<file path="src/rtl/seg7_pkg.sv">
// Shared 7-segment definitions: segment word type, blank pattern and the
// active-high glyph table indexed by hex nibble (bit order {dp,g,f,e,d,c,b,a}).
package seg7_pkg;

    typedef logic [7:0] seg_t;

    localparam seg_t SEG_OFF = 8'h00;

    localparam seg_t FONT [16] = '{
        8'h3F, 8'h06, 8'h5B, 8'h4F,
        8'h66, 8'h6D, 8'h7D, 8'h27,
        8'h7F, 8'h6F, 8'h77, 8'h7C,
        8'h39, 8'h5E, 8'h79, 8'h71
    };

endpackage

</file>
<file path="src/rtl/seg7_font.sv">
// Combinational hex nibble to 7-segment glyph lookup (active-high, no dp).
module seg7_font
    import seg7_pkg::*;
(
    input  logic [3:0] nibble,
    output logic [6:0] glyph
);

    assign glyph = FONT[nibble][6:0];

endmodule

</file>
<file path="src/rtl/hex_display_scan.sv">
// Time-multiplexed hex display driver: shadow/display double buffer committed at
// frame boundaries, per-slot guard time, leading-zero blanking, registered pins.
module hex_display_scan
    import seg7_pkg::*;
#(
    parameter int NDIGIT      = 4,
    parameter int SCAN_DIV    = 50000,
    parameter int GUARD       = 2,
    parameter bit ACTIVE_LOW  = 1'b1,
    parameter int LZ_SUPPRESS = 1
) (
    input  logic                  CLK,
    input  logic                  RST,
    input  logic                  LOAD,
    input  logic [4*NDIGIT-1:0]   VALUE,
    input  logic [NDIGIT-1:0]     DP,
    input  logic                  EN,
    output seg_t                  SEG,
    output logic [NDIGIT-1:0]     DIG,
    output logic                  FRAME,
    output logic                  PENDING
);

    localparam int CNT_W = $clog2(SCAN_DIV);
    localparam int IDX_W = (NDIGIT > 1) ? $clog2(NDIGIT) : 1;
    localparam logic [CNT_W-1:0] CNT_LAST  = CNT_W'(SCAN_DIV - 1);
    localparam logic [CNT_W-1:0] GUARD_CNT = CNT_W'(GUARD);
    localparam logic [IDX_W-1:0] IDX_LAST  = IDX_W'(NDIGIT - 1);
    localparam seg_t              SEG_IDLE = SEG_OFF ^ {8{ACTIVE_LOW}};
    localparam logic [NDIGIT-1:0] DIG_IDLE = {NDIGIT{ACTIVE_LOW}};

    logic [CNT_W-1:0]    cnt;
    logic [IDX_W-1:0]    idx;
    logic                tick;
    logic                boundary;
    logic [4*NDIGIT-1:0] shadow_value;
    logic [NDIGIT-1:0]   shadow_dp;
    logic [4*NDIGIT-1:0] disp_value;
    logic [NDIGIT-1:0]   disp_dp;
    logic                pending;
    logic [NDIGIT-1:0]   blank;
    logic                zero_above;
    logic [3:0]          nibble;
    logic                dp_bit;
    logic [6:0]          glyph;
    seg_t                seg_act;
    logic [NDIGIT-1:0]   dig_act;
    seg_t                seg_p1;
    logic [NDIGIT-1:0]   dig_p1;
    logic                frame_p1;

    assign tick     = (cnt == CNT_LAST);
    assign boundary = tick && (idx == IDX_LAST);

    always_ff @(posedge CLK or posedge RST) begin
        if (RST) begin
            cnt <= '0;
            idx <= '0;
        end else begin
            cnt <= tick ? '0 : cnt + 1'b1;
            if (tick) begin
                idx <= (idx == IDX_LAST) ? '0 : idx + 1'b1;
            end
        end
    end

    // A LOAD coinciding with the boundary wins over the commit's clear, so the
    // freshly captured value stays pending for the next frame.
    always_ff @(posedge CLK or posedge RST) begin
        if (RST) begin
            shadow_value <= '0;
            shadow_dp    <= '0;
            disp_value   <= '0;
            disp_dp      <= '0;
            pending      <= 1'b0;
            frame_p1     <= 1'b0;
        end else begin
            frame_p1 <= boundary;
            if (boundary && pending) begin
                disp_value <= shadow_value;
                disp_dp    <= shadow_dp;
            end
            if (LOAD) begin
                shadow_value <= VALUE;
                shadow_dp    <= DP;
                pending      <= 1'b1;
            end else if (boundary) begin
                pending <= 1'b0;
            end
        end
    end

    always_comb begin
        blank      = '0;
        zero_above = 1'b1;
        for (int i = NDIGIT - 1; i >= 0; i--) begin
            zero_above = zero_above && (disp_value[4*i +: 4] == 4'h0) && !disp_dp[i];
            if (i > 0) begin
                blank[i] = (LZ_SUPPRESS != 0) && zero_above;
            end
        end
    end

    assign nibble = disp_value[{idx, 2'b00} +: 4];
    assign dp_bit = disp_dp[idx];

    seg7_font u_font (
        .nibble (nibble),
        .glyph  (glyph)
    );

    always_comb begin
        seg_act = SEG_OFF;
        dig_act = '0;
        if (cnt >= GUARD_CNT && EN) begin
            dig_act[idx] = 1'b1;
            if (!blank[idx]) begin
                seg_act = {dp_bit, glyph};
            end
        end
    end

    // p1: pin registers, polarity applied here
    always_ff @(posedge CLK or posedge RST) begin
        if (RST) begin
            seg_p1 <= SEG_IDLE;
            dig_p1 <= DIG_IDLE;
        end else begin
            seg_p1 <= seg_act ^ {8{ACTIVE_LOW}};
            dig_p1 <= dig_act ^ {NDIGIT{ACTIVE_LOW}};
        end
    end

    assign SEG     = seg_p1;
    assign DIG     = dig_p1;
    assign FRAME   = frame_p1;
    assign PENDING = pending;

endmodule

</file>
<file path="config.mk">
export PLATFORM = sky130hd
export DESIGN_NAME = hex_display_scan
export DESIGN_NICKNAME = d
export VERILOG_FILES = /design/src/rtl/seg7_pkg.sv /design/src/rtl/seg7_font.sv /design/src/rtl/hex_display_scan.sv
export SDC_FILE = /design/constraint.sdc
export NUM_CORES = 1
export LEC_CHECK = 0
export CAP_MARGIN = 20
export CORE_MARGIN = 4
export CORE_UTILIZATION = 60
export DETAILED_ROUTE_END_ITERATION = 16
export PLACE_DENSITY_LB_ADDON = 0.08
export REMOVE_ABC_BUFFERS = 1
export SLEW_MARGIN = 20
export SYNTH_ARGS = -nofsm -noshare
export SYNTH_HDL_FRONTEND = slang
export SYNTH_SLANG_ARGS = --single-unit
</file>
<file path="constraint.sdc">
create_clock -name CLK -period 6 [get_ports CLK]
set_clock_uncertainty 0.1 [all_clocks]
set_input_delay 1.8 -clock CLK [delete_from_list [all_inputs] [get_ports CLK]]
set_output_delay 1.8 -clock CLK [all_outputs]
set_load 0.03 [all_outputs]
</file>
-- After elaboration in Yosys (flattened, before gate mapping)
Memories as Yosys holds them, arrays and structs flattened.
Index checks and enable logic that the tools add are counted.
- add/sub/neg operators: 2
- magnitude comparators: 4
- equality and inequality tests: 2
- shift-type cells: 1
- multiplexer cells: 15
- bitwise logic cells: 3
- reduce and logical (&&, ||, !) cells: 16
- operators by type and width (cell ; count):
    16-bit by 1-bit adder with 16-bit output, second input constant ; 1
    16-bit equality test, second input constant ; 1
    16-bit by 2-bit >= comparator with 1-bit output, second input constant ; 1
    16-bit 2-to-1 mux ; 1
    8-bit 2-to-1 mux ; 2
    16-bit by 5-bit variable part select with 4-bit output ; 1
    7-bit 2-to-1 mux ; 2
    4-bit logical NOT ; 3
    1-bit logical AND ; 9
    8-bit NOT ; 1
    5-bit >= comparator, second input constant ; 1
    1-bit 2-to-1 mux ; 5
    4-bit NOT with 5-bit output ; 1
    1-bit binary-select mux with 2-bit select ; 2
    4-bit 2-to-1 mux ; 1
    4-bit NOT ; 1
    1-bit logical NOT ; 3
    2-bit by 3-bit less-than comparator with 1-bit output, second input constant ; 1
    2-bit by 1-bit adder with 2-bit output, second input constant ; 1
    1-bit demux with 2-bit select ; 1
    2-bit equality test, second input constant ; 1
    2-bit by 1-bit >= comparator with 1-bit output, second input constant ; 1
    2-bit 2-to-1 mux ; 1
    2-bit nonzero test ; 1
- register bits: 72
- ROM bits: 128
- memories kept: 1
- memories (memory ; words ; width ; read ports ; clocked after memory_dff ; wr ports ; RTL line ; source):
    (name not given) ; 16 ; 8 ; 1 ; 0 ; 0 ; seg7_font.sv:9 ; assign glyph = FONT[nibble][6:0];

-- Depth between registers and ports, before layout
Gate-level depths: netlist of the first run.
- word-level depth: 11
- gate-level depth with buffers: 8

-- By module
A second synthesis of the first run with hierarchy kept.
- cell total of the unflattened synthesis: 259
- area, all modules: 3331.9 sq um
- modules (own cells, without submodules) (module ; times used ; cells each ; area each (sq um) ; sequential area each (sq um)):
    hex_display_scan ; 1 ; 227 ; 3055.4 ; 1816.7
    seg7_font ; 1 ; 32 ; 276.5 ; 0.0

-- Worst setup path after synthesis of the first run
No wires, ideal clock.
- kind: input to register
- start: input LOAD
- end: register shadow_dp[3]
- setup time: 0.125 ns
- data arrival time: 2.482 ns
- setup slack: 3.293 ns
- stages: 2
- path through: clkbuf_1 mux2_2
- RTL lines (what ; RTL line ; source):
    start, declared ; hex_display_scan.sv:14 ; input logic LOAD,
    end signal, assigned ; hex_display_scan.sv:72 ; shadow_dp <= '0;
    end signal, assigned ; hex_display_scan.sv:85 ; shadow_dp <= DP;
    end, declared ; hex_display_scan.sv:37 ; logic [NDIGIT-1:0] shadow_dp;
No word-level cell between the ends.

-- Final worst setup path of the first run
- start: register seg_p1[2], in the netlist SEG[2]
- end: output SEG[2]
- RTL lines (what ; RTL line ; source):
    start, declared ; hex_display_scan.sv:48 ; seg_t seg_p1;
    start signal, assigned ; hex_display_scan.sv:129 ; seg_p1 <= seg_act ^ {8{ACTIVE_LOW}};
    end, declared ; hex_display_scan.sv:18 ; output seg_t SEG,
No word-level cell between the ends.

==> summary.md, run 1 <==
| Metric | Value |
|---|---|
| Area of the multi-input gates | 1441 µm² |
| Synth top area cells | dfrtp_1 (45%), dfstp_2 (9.4%), mux2_4 (8.9%), mux2_2 (7.4%), ha_1 (4.1%) |
| Prevailing post-synth register cell | dfrtp_1 |
| CP bufs+invs | 1 |
| Die Ht | 82.82 µm |
| WHS Endpoint | disp_value[11]$_DFFE_PP0P_ |
| Area leader, netlist | dfrtp_1 |
| Final setup TNS | 0 ns |
| R2R Setup Slk | 3.09 ns |
| # resized after CTS | 0 |
| Unrepaired setup endpoints after global routing | false |
| Clk Latency, worst-skew pair | 0.34 ns |
| Wire length of the first global-routing pass | 9.791 mm |
| Final hold vios | 0 |
| DR DRC count | 0 |
| DR vias | 2003 |
| Die footprint | 6858 µm² |
| RD Place Congestion | 0.8426 |
| Final ANT Viol Nets | 0 |
| CTS tree | yes |
| Final Setup Violations | 0 |
| Max-cap violations | 0 |
| Yosys warning count | 0 |
| Synth top area share | 0.4471 |
| Outcome | completed |
| DR pass1 iterations | 4 |
| Critical path's slowest cell | clkdlybuf4s50_1 |
| Synth Instances | 256 |
| Routed WL per cell | 15.29 µm |
| Reg2reg end | disp_value[9]$_DFFE_PP0P_ |
| Leakage | 1.837 nW |
| Setup crit start | SEG[2]$_DFF_PP1_ |
| Period utilization | 0.5716 |
| CTS Hold Buffers Added | 0 |
| Most common cell after layout, fill and taps aside | dfrtp_1 |
| DPL Wire Length | 4.070 mm |
| Power Total | 0.0009145 W |
| Post-synth ARST share | 1.000 |
| Global route total overflow | 0 |
| Pin count of the biggest net entering global routing | 50 |
| Cell breakdown of the critical path | clkdlybuf4s50_1 |
| Layout fillers | 360 |
| Minimum clock period | 3.429 ns |
| Reg2reg start | cnt[12]$_DFF_PP0_ |
| Syn-to-layout area delta | 17.85% |
| CTS sink count | 72 |
| Post-synthesis sequential area ratio | 0.5410 |
| Detailed Route WL | 5.674 mm |
| Mapped Area | 3358 µm² |
| Number of synthesized register bits | 72 |
| DRT iter0 DRCs | 105 |
| Hold Crit Class | reg2reg |
| F_max | 291.6 MHz |
| WHS Path Cells | 1 |
| Vias in the first global route | 2032 |
| CTS Buf Count | 9 |
| # IOs | 38 |
| Root Buffer | clkbuf_8 |
| CP Max Fanout | 1 |
| Port bufs | 37 |
| Post-CTS setup buffer count | 0 |
| Hold Path Origin | shadow_value[11]$_DFFE_PP0P_ |
| R2R cell count | 4 |
| Worst vdd ir | 167.8 µV |
| Detail-routed via count per cell | 5.399 |
| Crit path kind | reg2out |
| Largest stage delay on the critical path | 0.66 ns |
| Delay-heaviest family, CP | buffers and inverters |
| Synth cell types | 40 |
| Syn_area_per_cell | 13.12 µm² |
| Antenna violations before repair | 0 |
| Slew @ Worst Pin | 0.9996 ns |
| FF+latch area | 1817 µm² |
| Initial Utilization | 0.6372 |
| Clock tree buffer depth | 2 |
| GRT Overall Usage | 0.1816 |
| Slew HR | 0.3305 |
| Clock-pin slew on the worst setup and hold paths | 0.07 ns |
| Antenna Cells | 0 |
| EDFF count, synth | 0 |
| Worst Setup End Kind | output pin |
| Die X | 82.82 µm |
| Layout cell share with drive strength beyond 1 | 0.2791 |
| Max Slew Vio Count | 0 |
| NumNets Final | 331 |
| # rows | 26 |
| Critical Path RT | 4.10 ns |
| Core Footprint | 5270 µm² |
| CP arrival | 1.53 ns |
| CTS H-tree depth | 3 |
| CP startpoint kind | flip-flop |
| Most frequent cells in the layout | dfrtp_1 (60), clkdlybuf4s50_1 (37), mux2_2 (22), mux2_4 (20), nor2_1 (17) |
| Pwr/cell area | 231.1 nW/µm² |
-- cell type report --
class | count | share of cell area
Multi-Input combinational cell | 162 | 0.3642
Sequential cell | 72 | 0.4591
Inverter | 13 | 0.01265
Tap cell | 70 | 0.02213
Clock inverter | 3 | 0.003794
Timing Repair Buffer | 38 | 0.09548
Clock buffer | 13 | 0.04268
-- cell usage after synthesis, drive strengths merged (2+ instances only) --
| library cell | instances |
|---|---|
| a31oi | 2 |
| mux4 | 5 |
| dfrtp | 60 |
| nor4 | 3 |
| nor2 | 17 |
| o21ai | 3 |
| buf | 4 |
| dfstp | 12 |
| ha | 11 |
| clkbuf | 5 |
| nand4 | 8 |
| xnor2 | 8 |
| a22oi | 3 |
| or2 | 2 |
| inv | 13 |
| xor2 | 5 |
| nand2 | 14 |
| nand3 | 11 |
| and2 | 3 |
| nor2b | 2 |
| mux2 | 42 |
| or4 | 4 |
| mux2i | 3 |
| nor3 | 7 |
-- flip-flops by register name (all words and copies together), names as in the netlist --
name,count
shadow_value,16
PENDING,1
SEG,8
FRAME,1
idx,2
shadow_dp,4
cnt,16
DIG,4
disp_value,16
disp_dp,4
-- stage by stage --
stage / area (µm²) / setup WS (ns) / instances / hold slack (ns) / utilization
2_1_floorplan: 3307 / 2.295 / 247 / 0.3635 / -
3_3_place_gp: 3772 / 2.474 / 355 / 0.3869 / 0.7158
3_5_place_dp: 3772 / 2.441 / 355 / 0.3934 / 0.7158
4_1_cts: 3956 / 2.538 / 371 / 0.4093 / 0.7507
5_1_grt: 3958 / 2.516 / 371 / 0.4273 / 0.7510
6_report: 3958 / 2.571 / 371 / 0.4019 / 0.7510
-- power by group --
part           leakage, nW  internal, W  switching [W]
Clock               0.0992     0.000182       0.000167
Sequential           0.899     0.000503     0.00000760
Combinational        0.838    0.0000308      0.0000239
Total                 1.84     0.000716       0.000198
-- cell families after synthesis --
family          after synthesis  share of synthesized area
simple gates                 75                     0.1226
flops                        72                     0.5410
mux                          50                     0.2057
buf+inv                      22                    0.02981
compound gates               13                    0.02608
xor+xnor                     13                    0.03390
fa+ha+maj                    11                    0.04098
-- worst max-delay path by stage --
stage	to	slack, ns	cells after the start
finish	SEG[2]	2.57	1
CTS	SEG[2]	2.54	1
floorplan	FRAME$_DFF_PP0_	2.29	1
global route	SEG[2]	2.52	1
global placement	shadow_value[1]$_DFFE_PP0P_	2.47	2
detailed placement	shadow_value[5]$_DFFE_PP0P_	2.44	2
-- metal layers --
layer,vias up,track usage,part of all wire
met1,976,0.2339,0.46
met4,0,0.06389,0.015
li1,983,-,-
met5,-,0,0
met2,38,0.2843,0.48
met3,6,0.06634,0.045
Power figures use the tool's default switching activity.
==> run 2: changes to the inputs <==
Settings changed: CORE_UTILIZATION 60 to 50.
Clock period 6 ns to 2.8 ns, I/O delays scaled along.
==> run 2 against run 1 <==
Clock power increased to 3.1 times the previous value. Final cell count increased by 2.7%. Flip-flop and latch count unchanged. Sequential power increased by 110%. Wire length increased by 2.6%. Largest power group unchanged.
==> summary.md, run 2 (synthesis results as in run 1) <==
| Metric | Value |
|---|---|
| Die Ht | 89.96 µm (+8.6%) |
| Clock-pin slew on the worst setup and hold paths | 0.08 ns (about the same) |
| Max Slew Vio Count | 0 (unchanged) |
| CTS Buf Count | 9 (unchanged) |
| Final setup TNS | 0 ns (unchanged) |
| DR vias | 2039 (+1.8%) |
| DPL Wire Length | 4.017 mm (-1.3%) |
| Leakage | 1.882 nW (+2.5%) |
| Clk Latency, worst-skew pair | 0.35 ns (about the same) |
| GRT Overall Usage | 0.1557 (-0.02590) |
| Pin count of the biggest net entering global routing | 73 (+46%) |
| Critical Path RT | 1.86 ns (-2.24 ns) |
| R2R cell count | 5 (+1) |
| Slew HR | 0.6991 (+0.3686) |
| Final Setup Violations | 0 (unchanged) |
| # IOs | 38 (unchanged) |
| Final hold vios | 0 (unchanged) |
| Delay-heaviest family, CP | buffers and inverters |
| Unrepaired setup endpoints after global routing | false |
| Syn-to-layout area delta | 21.61% |
| Max-cap violations | 0 (unchanged) |
| Clock tree buffer depth | 2 (unchanged) |
| Top Registers | cnt x16, disp_value x16, shadow_value x16 |
| Critical path's slowest cell | clkdlybuf4s50_1 |
| Reg2reg start | cnt[12]$_DFF_PP0_ |
| Detail-routed via count per cell | 5.352 (-0.87%) |
| Cell breakdown of the critical path | clkdlybuf4s50_1 |
| Worst Setup End Kind | output pin |
| # rows | 29 (+12%) |
| Period utilization | 0.8803 |
| Vias in the first global route | 2027 (-0.25%) |
| Pwr/cell area | 562.8 nW/µm² (+140%) |
| Outcome | completed |
| Final ANT Viol Nets | 0 (unchanged) |
| RD Place Congestion | 0.8258 (-2.0%) |
| Layout fillers | 509 (+41%) |
| CTS tree | yes |
| CP startpoint kind | flip-flop |
| DR DRC count | 0 (unchanged) |
| Post-CTS setup buffer count | 0 (unchanged) |
| # resized after CTS | 0 (unchanged) |
| Setup crit end | DIG[2] |
| Most common cell after layout, fill and taps aside | dfrtp_1 |
| Minimum clock period | 2.465 ns |
| DRT iter0 DRCs | 85 (-19%) |
| DR pass1 iterations | 4 (unchanged) |
| Final worst slack | 0.3352 ns (-2.235 ns) |
| Hold Crit Class | reg2reg |
| Antenna Cells | 0 (unchanged) |
| Root Buffer | clkbuf_8 |
| Die X | 89.96 µm (+8.6%) |
| Worst vdd ir | 378.0 µV (+130%) |
| NumNets Final | 334 (+0.91%) |
| Largest stage delay on the critical path | 0.66 ns (about the same) |
| Layout cell share with drive strength beyond 1 | 0.2895 (+0.01040) |
| Port bufs | 37 (unchanged) |
| Critical path depth in cells | 1 (unchanged) |
| Die footprint | 8092 µm² (+18%) |
| F_max | 405.7 MHz |
| Core Footprint | 6422 µm² (+22%) |
| Global route total overflow | 0 (unchanged) |
| Routed WL per cell | 15.27 µm (-0.14%) |
| Fin area | 4084 µm² (+3.2%) |
| CTS H-tree depth | 3 (unchanged) |
| Most frequent cells in the layout | dfrtp_1 (60), clkdlybuf4s50_1 (37), mux2_2 (22), mux2_4 (20), nor2_1 (17) |
| CP arrival | 1.52 ns (about the same) |
| Slew @ Worst Pin | 0.4479 ns (-0.5517 ns) |
| CP bufs+invs | 1 (unchanged) |
| Crit path kind | reg2out |
| Dpl ws | 0.5849 ns (-1.856 ns) |
| Setup crit start | DIG[2]$_DFF_PP1_ |
| Reg2reg end | disp_value[15]$_DFFE_PP0P_ |
| Wire length of the first global-routing pass | 9.929 mm (+1.4%) |
| CP Max Fanout | 1 (unchanged) |
| Antenna violations before repair | 0 (unchanged) |
| CTS sink count | 72 (unchanged) |
| R2R Setup Slk | 0.57 ns (-2.52 ns) |
| Initial Utilization | 0.5229 (-0.1143) |
| CTS Hold Buffers Added | 0 (unchanged) |
| Detailed Route WL | 5.819 mm (+2.6%) |
| DP Area | 3816 µm² (+1.2%) |
-- run 2: cell types whose count changed in the layout (fill, tap and decap cells not counted) --
cell,change
clkinvlp_4,+2
clkbuf_8,-3
clkinv_2,-4
bufinv_16,+4
clkbuf_1,-1
clkinv_4,+1
buf_12,+1
inv_2,+1
buf_4,+2
-- run 2: area by class of cell --
| type | count | area [µm²] | share of cell area |
|---|---|---|---|
| clock buffers | 9 | 123.9 | 0.03033 |
| clock inverters | 7 | 143.9 | 0.03523 |
| inverters | 13 | 48.80 | 0.01195 |
| multi-input cells | 162 | 1441 | 0.3529 |
| flip-flops and latches | 72 | 1817 | 0.4449 |
| well taps | 77 | 96.34 | 0.02359 |
| repair buffers | 41 | 412.9 | 0.1011 |
-- run 2: power by group --
part | total, W | internal [W] | switching (W)
sequential | 0.00109 | 0.00108 | 0.0000172
clock | 0.00108 | 0.000683 | 0.000399
combinational | 0.000121 | 0.0000694 | 0.0000518
total | 0.00230 | 0.00183 | 0.000468
-- run 2: worst min-delay path by stage --
stage / from / to / slack [ns] / cells past startpoint
finish: cnt[10]$_DFF_PP0_ / cnt[10]$_DFF_PP0_ / 0.40 / 1
global route: shadow_value[10]$_DFFE_PP0P_ / disp_value[10]$_DFFE_PP0P_ / 0.43 / 1
CTS: cnt[10]$_DFF_PP0_ / cnt[10]$_DFF_PP0_ / 0.40 / 1
detailed placement: cnt[10]$_DFF_PP0_ / cnt[10]$_DFF_PP0_ / 0.39 / 1
global placement: shadow_value[12]$_DFFE_PP0P_ / disp_value[12]$_DFFE_PP0P_ / 0.39 / 1
floorplan: cnt[10]$_DFF_PP0_ / cnt[10]$_DFF_PP0_ / 0.36 / 1
-- run 2: metal layers --
metal / track usage / up-vias / routed length [µm]
met4: 0.08418 / 0 / 112
met1: 0.2099 / 997 / 2749
met5: 0 / - / 0
li1: - / 990 / -
met2: 0.2381 / 40 / 2744
met3: 0.03088 / 12 / 213
-- run 2: metrics by stage --
stage	std cells	power, W	hold WS (ns)	util
after CTS	381	0.002325	0.3999	0.6359
after global routing	381	0.002389	0.4293	0.6359
after global placement	365	0.001237	0.3920	0.5942
after detailed placement	365	0.001242	0.3888	0.5942
after floorplan	247	0.001171	0.3635	-
final	381	0.002298	0.3975	0.6359
